==> config.mk <==
export PLATFORM = sky130hd
export DESIGN_NAME = seq_multiplier
export DESIGN_NICKNAME = d
export VERILOG_FILES = /design/src/rtl/seq_mul_pkg.sv /design/src/rtl/seq_multiplier_mul_step.sv /design/src/rtl/seq_multiplier.sv
export SDC_FILE = /design/constraint.sdc
export NUM_CORES = 1
export LEC_CHECK = 0
export ABC_AREA = 1
export CORE_ASPECT_RATIO = 1.25
export CORE_MARGIN = 2
export CORE_UTILIZATION = 55
export DETAILED_ROUTE_END_ITERATION = 6
export PLACE_DENSITY = 0.78
export SLEW_MARGIN = 25
export SYNTH_ARGS = -nofsm -noshare
export SYNTH_HDL_FRONTEND = slang
export SYNTH_HIERARCHICAL = 1
export SYNTH_SLANG_ARGS = --single-unit
==> constraint.sdc <==
create_clock -name clk -period 2.8 [get_ports clk]
set_input_delay 0.56 -clock clk [delete_from_list [all_inputs] [get_ports clk]]
set_output_delay 0.56 -clock clk [all_outputs]
set_load 0.02 [all_outputs]
==> src/rtl/seq_mul_pkg.sv <==
// Shared types and constants for the sequential shift-add multiplier.
package seq_mul_pkg;

   typedef enum logic [1:0] {IDLE, BUSY, DONE} mul_state_t;

   localparam int MUL_WIDTH_DEFAULT = 64;
   localparam int TAG_W             = 5;

endpackage

==> src/rtl/seq_multiplier_mul_step.sv <==
// One shift-add iteration: conditionally add the multiplicand into the high half,
// then shift the (2*WIDTH+1)-bit {carry, prod_hi, prod_lo} right by one.
module mul_step
   import seq_mul_pkg::*;
#(
   parameter int WIDTH = MUL_WIDTH_DEFAULT
) (
   input  logic [WIDTH-1:0] prod_hi,
   input  logic [WIDTH-1:0] prod_lo,
   input  logic [WIDTH-1:0] mcand,
   output logic [WIDTH-1:0] next_hi,
   output logic [WIDTH-1:0] next_lo
);

   logic [WIDTH:0] sum;

   always_comb begin
      sum     = {1'b0, prod_hi} + (prod_lo[0] ? {1'b0, mcand} : '0);
      next_hi = sum[WIDTH:1];
      next_lo = {sum[0], prod_lo[WIDTH-1:1]};
   end

endmodule

==> src/rtl/seq_multiplier.sv <==
// Iterative unsigned WIDTHxWIDTH multiplier returning the low (MUL) or high (UMULH) half.
// Define SEQ_MULTIPLIER_EARLY_TERM_EN to finish as soon as the remaining multiplier bits are zero.
module seq_multiplier
   import seq_mul_pkg::*;
#(
   parameter int WIDTH = MUL_WIDTH_DEFAULT,
   parameter int CNT_W = $clog2(WIDTH) + 1
) (
   input  logic             clk,
   input  logic             reset_n,
   input  logic             start,
   input  logic             flush,
   input  logic [WIDTH-1:0] op_a,
   input  logic [WIDTH-1:0] op_b,
   input  logic             high_sel,
   input  logic [TAG_W-1:0] rd_in,
   output logic             busy,
   output logic             done,
   output logic             wr_en,
   output logic [TAG_W-1:0] rd_out,
   output logic [WIDTH-1:0] result
);

   mul_state_t       state, next_state;
   logic [WIDTH-1:0] prod_hi, prod_lo, mcand;
   logic [WIDTH-1:0] step_hi, step_lo, upd_hi, upd_lo;
   logic [CNT_W-1:0] count;
   logic             high_sel_q;
   logic [TAG_W-1:0] tag_q;
   logic             last;

   mul_step #(.WIDTH(WIDTH)) u_step (
      .prod_hi (prod_hi),
      .prod_lo (prod_lo),
      .mcand   (mcand),
      .next_hi (step_hi),
      .next_lo (step_lo)
   );

`ifdef SEQ_MULTIPLIER_EARLY_TERM_EN
   logic [WIDTH-1:0] live_mask;
`endif

   // NOTE: every signal gets a default before the case so no path leaves it unassigned (no latch).
   always_comb begin
      upd_hi     = step_hi;
      upd_lo     = step_lo;
      last       = (count == CNT_W'(1));
`ifdef SEQ_MULTIPLIER_EARLY_TERM_EN
      // The low `count` bits of prod_lo are the multiplier bits not yet consumed.
      for (int i = 0; i < WIDTH; i++) live_mask[i] = (i < int'(count));
      if ((prod_lo & live_mask) == '0) begin
         {upd_hi, upd_lo} = {prod_hi, prod_lo} >> count;
         last             = 1'b1;
      end
`endif
      next_state = state;
      case (state)
         IDLE:    if (start) next_state = BUSY;
         BUSY:    if (last)  next_state = DONE;
         DONE:    next_state = IDLE;
         default: next_state = IDLE;
      endcase
      if (flush) next_state = IDLE;
   end

   // NOTE: sequential state uses non-blocking assignments so all registers update from pre-edge values.
   always_ff @(posedge clk or negedge reset_n) begin
      if (!reset_n) state <= IDLE;
      else          state <= next_state;
   end

   always_ff @(posedge clk or negedge reset_n) begin
      if (!reset_n) begin
         prod_hi    <= '0;
         prod_lo    <= '0;
         mcand      <= '0;
         count      <= '0;
         high_sel_q <= 1'b0;
         tag_q      <= '0;
         result     <= '0;
         rd_out     <= '0;
      end else if (state == IDLE && next_state == BUSY) begin
         prod_hi    <= '0;
         prod_lo    <= op_b;
         mcand      <= op_a;
         high_sel_q <= high_sel;
         tag_q      <= rd_in;
         count      <= CNT_W'(WIDTH);
      end else if (state == BUSY && !flush) begin
         prod_hi <= upd_hi;
         prod_lo <= upd_lo;
         count   <= count - CNT_W'(1);
         // Outputs are committed only on the edge that enters DONE; a flush leaves them untouched.
         if (next_state == DONE) begin
            result <= high_sel_q ? upd_hi : upd_lo;
            rd_out <= tag_q;
         end
      end
   end

   assign busy  = (state != IDLE);
   assign done  = (state == DONE);
   assign wr_en = done;

endmodule

### Word level (Yosys, flattened, before mapping)

Index checks and enable logic that the tools add are counted.

| word-level totals | value |
|---|---|
| bits in registers | 276 |
| output and inout port bits | 72 |

| cells by class | value |
|---|---|
| $add $sub $neg | 2 |
| bitwise operators | 1 |
| reductions and logical operators | 7 |
| muxes and demuxes | 12 |
| equality and inequality tests | 5 |

Operator list:

| kind | number |
|---|---|
| $mux 64 | 6 |
| $add 64x65->65 | 1 |
| $mux 7 | 2 |
| $eq 7x1->1 const B | 1 |
| $sub 7x1->7 const B | 1 |
| $mux 2 | 3 |
| $eq 2x1->1 const B | 2 |
| $eq 2x2->1 const B | 2 |
| $pmux 2 s2 | 1 |
| $reduce_bool 2->1 | 2 |
| $reduce_and 3->1 | 1 |
| $logic_and 1x1->1 | 2 |
| $logic_not 2->1 | 1 |
| $logic_not 1->1 | 1 |
| $not 1->1 | 1 |

### Depth between registers and ports, before layout

| logic depth | value |
|---|---|
| depth in word-level cells | 8 |
| gate-level depth with buffers | 21 |

### Hierarchy

Netlist, hierarchy kept.

By module, submodules not included:

| module | cells each | times used | seq. area each (um^2) | area each (um^2) |
|---|---|---|---|---|
| seq_multiplier | 1432 | 1 | 6906.6 | 11876.4 |
| mul_step | 1496 | 1 | 0.0 | 7010.5 |

### Least setup slack after synthesis

Ideal clock, no wire load.

| timing | value |
|---|---|
| kind | reg-to-reg |
| from | reg prod_lo[0] |
| to | reg result[62] |
| setup time | 0.117 ns |
| arrival | 2.409 ns |
| path buffers | 2 |
| cell stages (with the launch flop) | 22 |
| path slack | 0.274 ns |
| clock period less this slack | 2.526 ns |
| cell sequence | dfrtp_1 clkbuf_1 clkbuf_1 nand2_1 inv_1 ha_1 nand2_1 inv_1 a21oi_1 nand2_2 nand2_1 nand2_2 nand2_1 nand2_2 nand2_1 nand2_1 nand2_1 nand2_1 nand2_1 o21ai_0 nand3_1 nand2_1 |

| on the way | value |
|---|---|
| word-level cells in the longest chain between the ends | 3 |

Ends and longest elaborated chain:

| what | line | source |
|---|---|---|
| from (decl) | seq_multiplier.sv:25 | `logic [WIDTH-1:0] prod_hi, prod_lo, mcand;` |
| from (signal assigned) | seq_multiplier.sv:85 | `prod_lo <= op_b;` |
| from (signal assigned) | seq_multiplier.sv:92 | `prod_lo <= upd_lo;` |
| $mux 64 | seq_multiplier_mul_step.sv:18 | `sum = {1'b0, prod_hi} + (prod_lo[0] ? {1'b0, mcand} : '0);` |
| $add 64x65->65 | seq_multiplier_mul_step.sv:18 |  |
| via step_hi[62] | seq_multiplier.sv:26 | `logic [WIDTH-1:0] step_hi, step_lo, upd_hi, upd_lo;` |
| $mux 64 | seq_multiplier.sv:96 | `result <= high_sel_q ? upd_hi : upd_lo;` |
| to (signal assigned) | seq_multiplier.sv:96 |  |
| to (decl) | seq_multiplier.sv:21 | `output logic [WIDTH-1:0] result` |

The timed path passes the listed nets, and every way through them passes these cells.
A chain may end at the register's enable or synchronous reset.

### Final worst setup path

| timing | value |
|---|---|
| from | reg prod_lo[0] |
| to | reg result[41] |

The elaborated chain is that of the path after synthesis.

==> results.tsv <==
stage	metric	value	unit
outcome	status	finished with violations	
outcome	violations	DRC, setup timing	
logic_synthesis	synthDistinctLibCells	30	
cts	cts_made_buffers	30	
timing	tightest_slew	635	ps
cts	clk_pin_slew_worst_paths	60	ps
detailed_routing	ant_nets	0	
finish	final_cells	3602	
place	hpwl	47100	µm
logic_synthesis	avgSynthCellArea	6.45	µm²
setup_path	path_max_fanout	46	
timing	max_slew_margin	0.577	
cts	cts_tree	done	
timing	grt_setup_unrepaired	true	
setup_path	max_stage_delay	440	ps
setup_path	critical_path_class	flop to flop	
cts	clock_sinks	276	
finish	drive_gt1_frac	0.142	
logic_synthesis	syn_area	18900	µm²
cts	clock_latency	600	ps
detailed_routing	drc	1	
finish	fin_nets	3365	
global_route	grt_pass1_wl	97300	µm
logic_synthesis	synth_nets	3133	
floorplanning	fp.dieH	211	µm
setup_path	slowest_stage	dfrtp_2	
setup_path	end_kind	flop	
finish	final_area	23800	µm²
logic_synthesis	synthCells	2928	
timing	hold_viol	0	
place	port_buffers	209	
global_route	antenna_found_initial	0	
setup_path	crit_required	3330	ps
timing	hold_ws	471	ps
detailed_routing	routed_wl	62600	µm
floorplanning	rows	75	
power_and_ir_drop	p_sw	0.00713	W
power_and_ir_drop	pwr-share-comb	0.438	
floorplanning	floorplan.initialDensity	0.561	
timing	fin_crit	2870	ps
hold_path	hp-class	flop to flop	
power_and_ir_drop	ir_drop	0.000519	V
timing	finalCritPeriodShare	1.02	
setup_path	cp.buffers_inverters	4	
detailed_routing	viasPerCell	5.31	
setup_path	cp_top_family	simple AND/OR/NAND/NOR gates	
floorplanning	ios	210	
cts	clk_path_buf_depth	3	
power_and_ir_drop	power.density	744	nW/µm²
setup_path	cp_data_arrival_time	3400	ps
detailed_routing	drt_first_iter_violations	1510	
power_and_ir_drop	swShare	0.402	
floorplanning	die_w	170	µm
global_route	grt_start_max_net_pins	106	
setup_path	cp_common_cell	nand2_1	
finish	antenna_cells	0	
timing	clock_skew	29.3	ps
finish	area_growth	26.3	%
job	cap_violations	0	
timing	slew_viol_final	0	
detailed_routing	wl_per_cell	17.4	µm
detailed_routing	vias	19100	
finish	final_common_cell	nand2_1	
cts	htreeDepth	1	
finish	n_fill_cell	2869	
logic_synthesis	ys_ff_latch	276	
finish	final_cell_mix	nand2_1, inv_1, nand3_1	
setup_path	path_cells	buf_12 -> nand2_1 -> inv_1 -> ha_1 -> buf_4 -> nand2_2 -> nor2_2 -> inv_2 -> nor3_4 -> nand3_1 -> nand2_2 -> nand2_1 -> nand2_1 -> nand2_1 -> nand2_1 -> nand2_1 -> o21ai_0 -> nand3_1 -> nand2_1	
global_route	grt_usage	0.346	
global_route	overflow	0	
timing	fmax	349	MHz
setup_path	start_kind	flop	
power_and_ir_drop	clkPwrFrac	0.227	
logic_synthesis	ys_warn_count	6	
place	dp_slack	-223	ps
timing	setup_viol	7	
place	dp_cells	3542	
logic_synthesis	yosysSeqAreaShare	0.366	
floorplanning	core-area	33700	µm²
cts	cts-root-buf	clkbuf_16	
place	place_area	21900	µm²
power_and_ir_drop	p_seq_frac	0.335	
detailed_routing	drt_first_pass_iters	7	
timing	setup_ws	-68.3	ps
global_route	grt_pass1_vias	18900	
power_and_ir_drop	p_int	0.0106	W
power_and_ir_drop	leakage	13.4	nW
floorplanning	die_area	35800	µm²
place	gp_congestion	0.990	
-- state kept, by name, summed over array words and instances (netlist names) --
name / count
count: 7
high_sel_q: 1
mcand: 64
prod_hi: 64
prod_lo: 64
rd_out: 5
result: 64
state: 2
tag_q: 5
-- repair_timing --
action	CTS	global route
endpoints found under the setup margin	35	65
gates resized for setup	33	166
hold buffers	1	0
pin swaps	1	8
endpoints found under the hold margin	51	0
setup buffers	2	6
-- power by group through the flow --
stage / logic (W) / clock network [W] / registers, W
finish: 0.00777 / 0.00403 / 0.00595
global placement: 0.00699 / 0 / 0.00589
floorplan: 0.00416 / 0 / 0.00596
CTS: 0.00728 / 0.00408 / 0.00589
detailed placement: 0.00714 / 0 / 0.00592
global route: 0.00847 / 0.00424 / 0.00606
-- kinds of logic (layout without fill, tap and decap cells) --
logic type               Yosys count  count (layout)  share of synthesized area
AND/OR/NAND/NOR                 1732            1732                      0.380
AO/OA/AOI/OAI                    184             184                     0.0531
XOR/XNOR                          31              31                     0.0144
adder cells (fa/ha/maj)           67              67                     0.0448
flip-flops                       276             276                      0.366
buffers and inverters            638             889                      0.142
-- cell usage after synthesis --
cell type	n	area [µm²]
nor3_1	9	45.0
o21bai_1	3	22.5
nor3_4	2	32.5
nand3_1	289	1450
nor3_2	5	50.1
xor2_1	31	272
nand3_2	11	110
fa_1	1	20.0
a21o_1	1	7.51
nand3b_1	2	15.0
buf_4	64	480
o22ai_1	1	6.26
inv_2	9	33.8
or2_2	2	12.5
clkbuf_1	47	176
nor4_1	1	6.26
buf_2	40	200
ha_1	66	826
dfrtp_1	276	6910
inv_1	456	1710
a21oi_1	81	405
nor4_2	1	12.5
nand4_1	16	100
o211ai_1	28	210
o21ai_0	70	350
buf_1	22	82.6
nor2_2	21	131
nor2_1	143	537
nand2_2	24	150
nand2_1	1206	4530
-- metal layers --
layer,wire (µm),vias to the layer above,track usage
met2,32500,691,0.644
met5,0,-,0
met3,2980,165,0.0326
li1,-,9327,-
met1,23800,8943,0.393
met4,3290,0,0.172
-- cell type report --
class | instances | area, µm² | area share
sequential | 276 | 6910 | 0.290
timing repair buffer | 373 | 3510 | 0.147
tap | 423 | 529 | 0.0222
clock inverter | 9 | 130 | 0.00546
multi-input combinational | 2014 | 10200 | 0.426
inverter | 465 | 1750 | 0.0733
clock buffer | 42 | 856 | 0.0359
-- through the flow --
stage                     total power, W  setup TNS [ps]   util
after floorplan                   0.0101               0      -
after global placement            0.0129            -796  0.652
after detailed placement          0.0131           -1750  0.652
after CTS                         0.0172           -57.4  0.686
after global routing              0.0188           -4570  0.708
final                             0.0177            -258  0.708
-- worst paths after layout --
path	cells after the start	endpoint	slack, ps	startpoint
setup / recovery	19	result[41]$_DFFE_PN0P_	-70	prod_lo[0]$_DFFE_PN0P_
hold / removal	2	result[3]$_DFFE_PN0P_	470	result[3]$_DFFE_PN0P_
setup reg to reg	19	result[41]$_DFFE_PN0P_	-70	prod_lo[0]$_DFFE_PN0P_
hold reg to reg	2	result[3]$_DFFE_PN0P_	470	result[3]$_DFFE_PN0P_
max in group asynchronous	3	prod_hi[0]$_DFFE_PN0P_	1480	reset_n
min in group asynchronous	2	result[24]$_DFFE_PN0P_	520	reset_n
-- tightest hold or removal path: cells and delay by family (launching register included) --
family,cells,cell delay (ps)
flip-flops,1,340
AND/OR/NAND/NOR,2,100
Note: power is estimated with default switching activity, not from simulation.
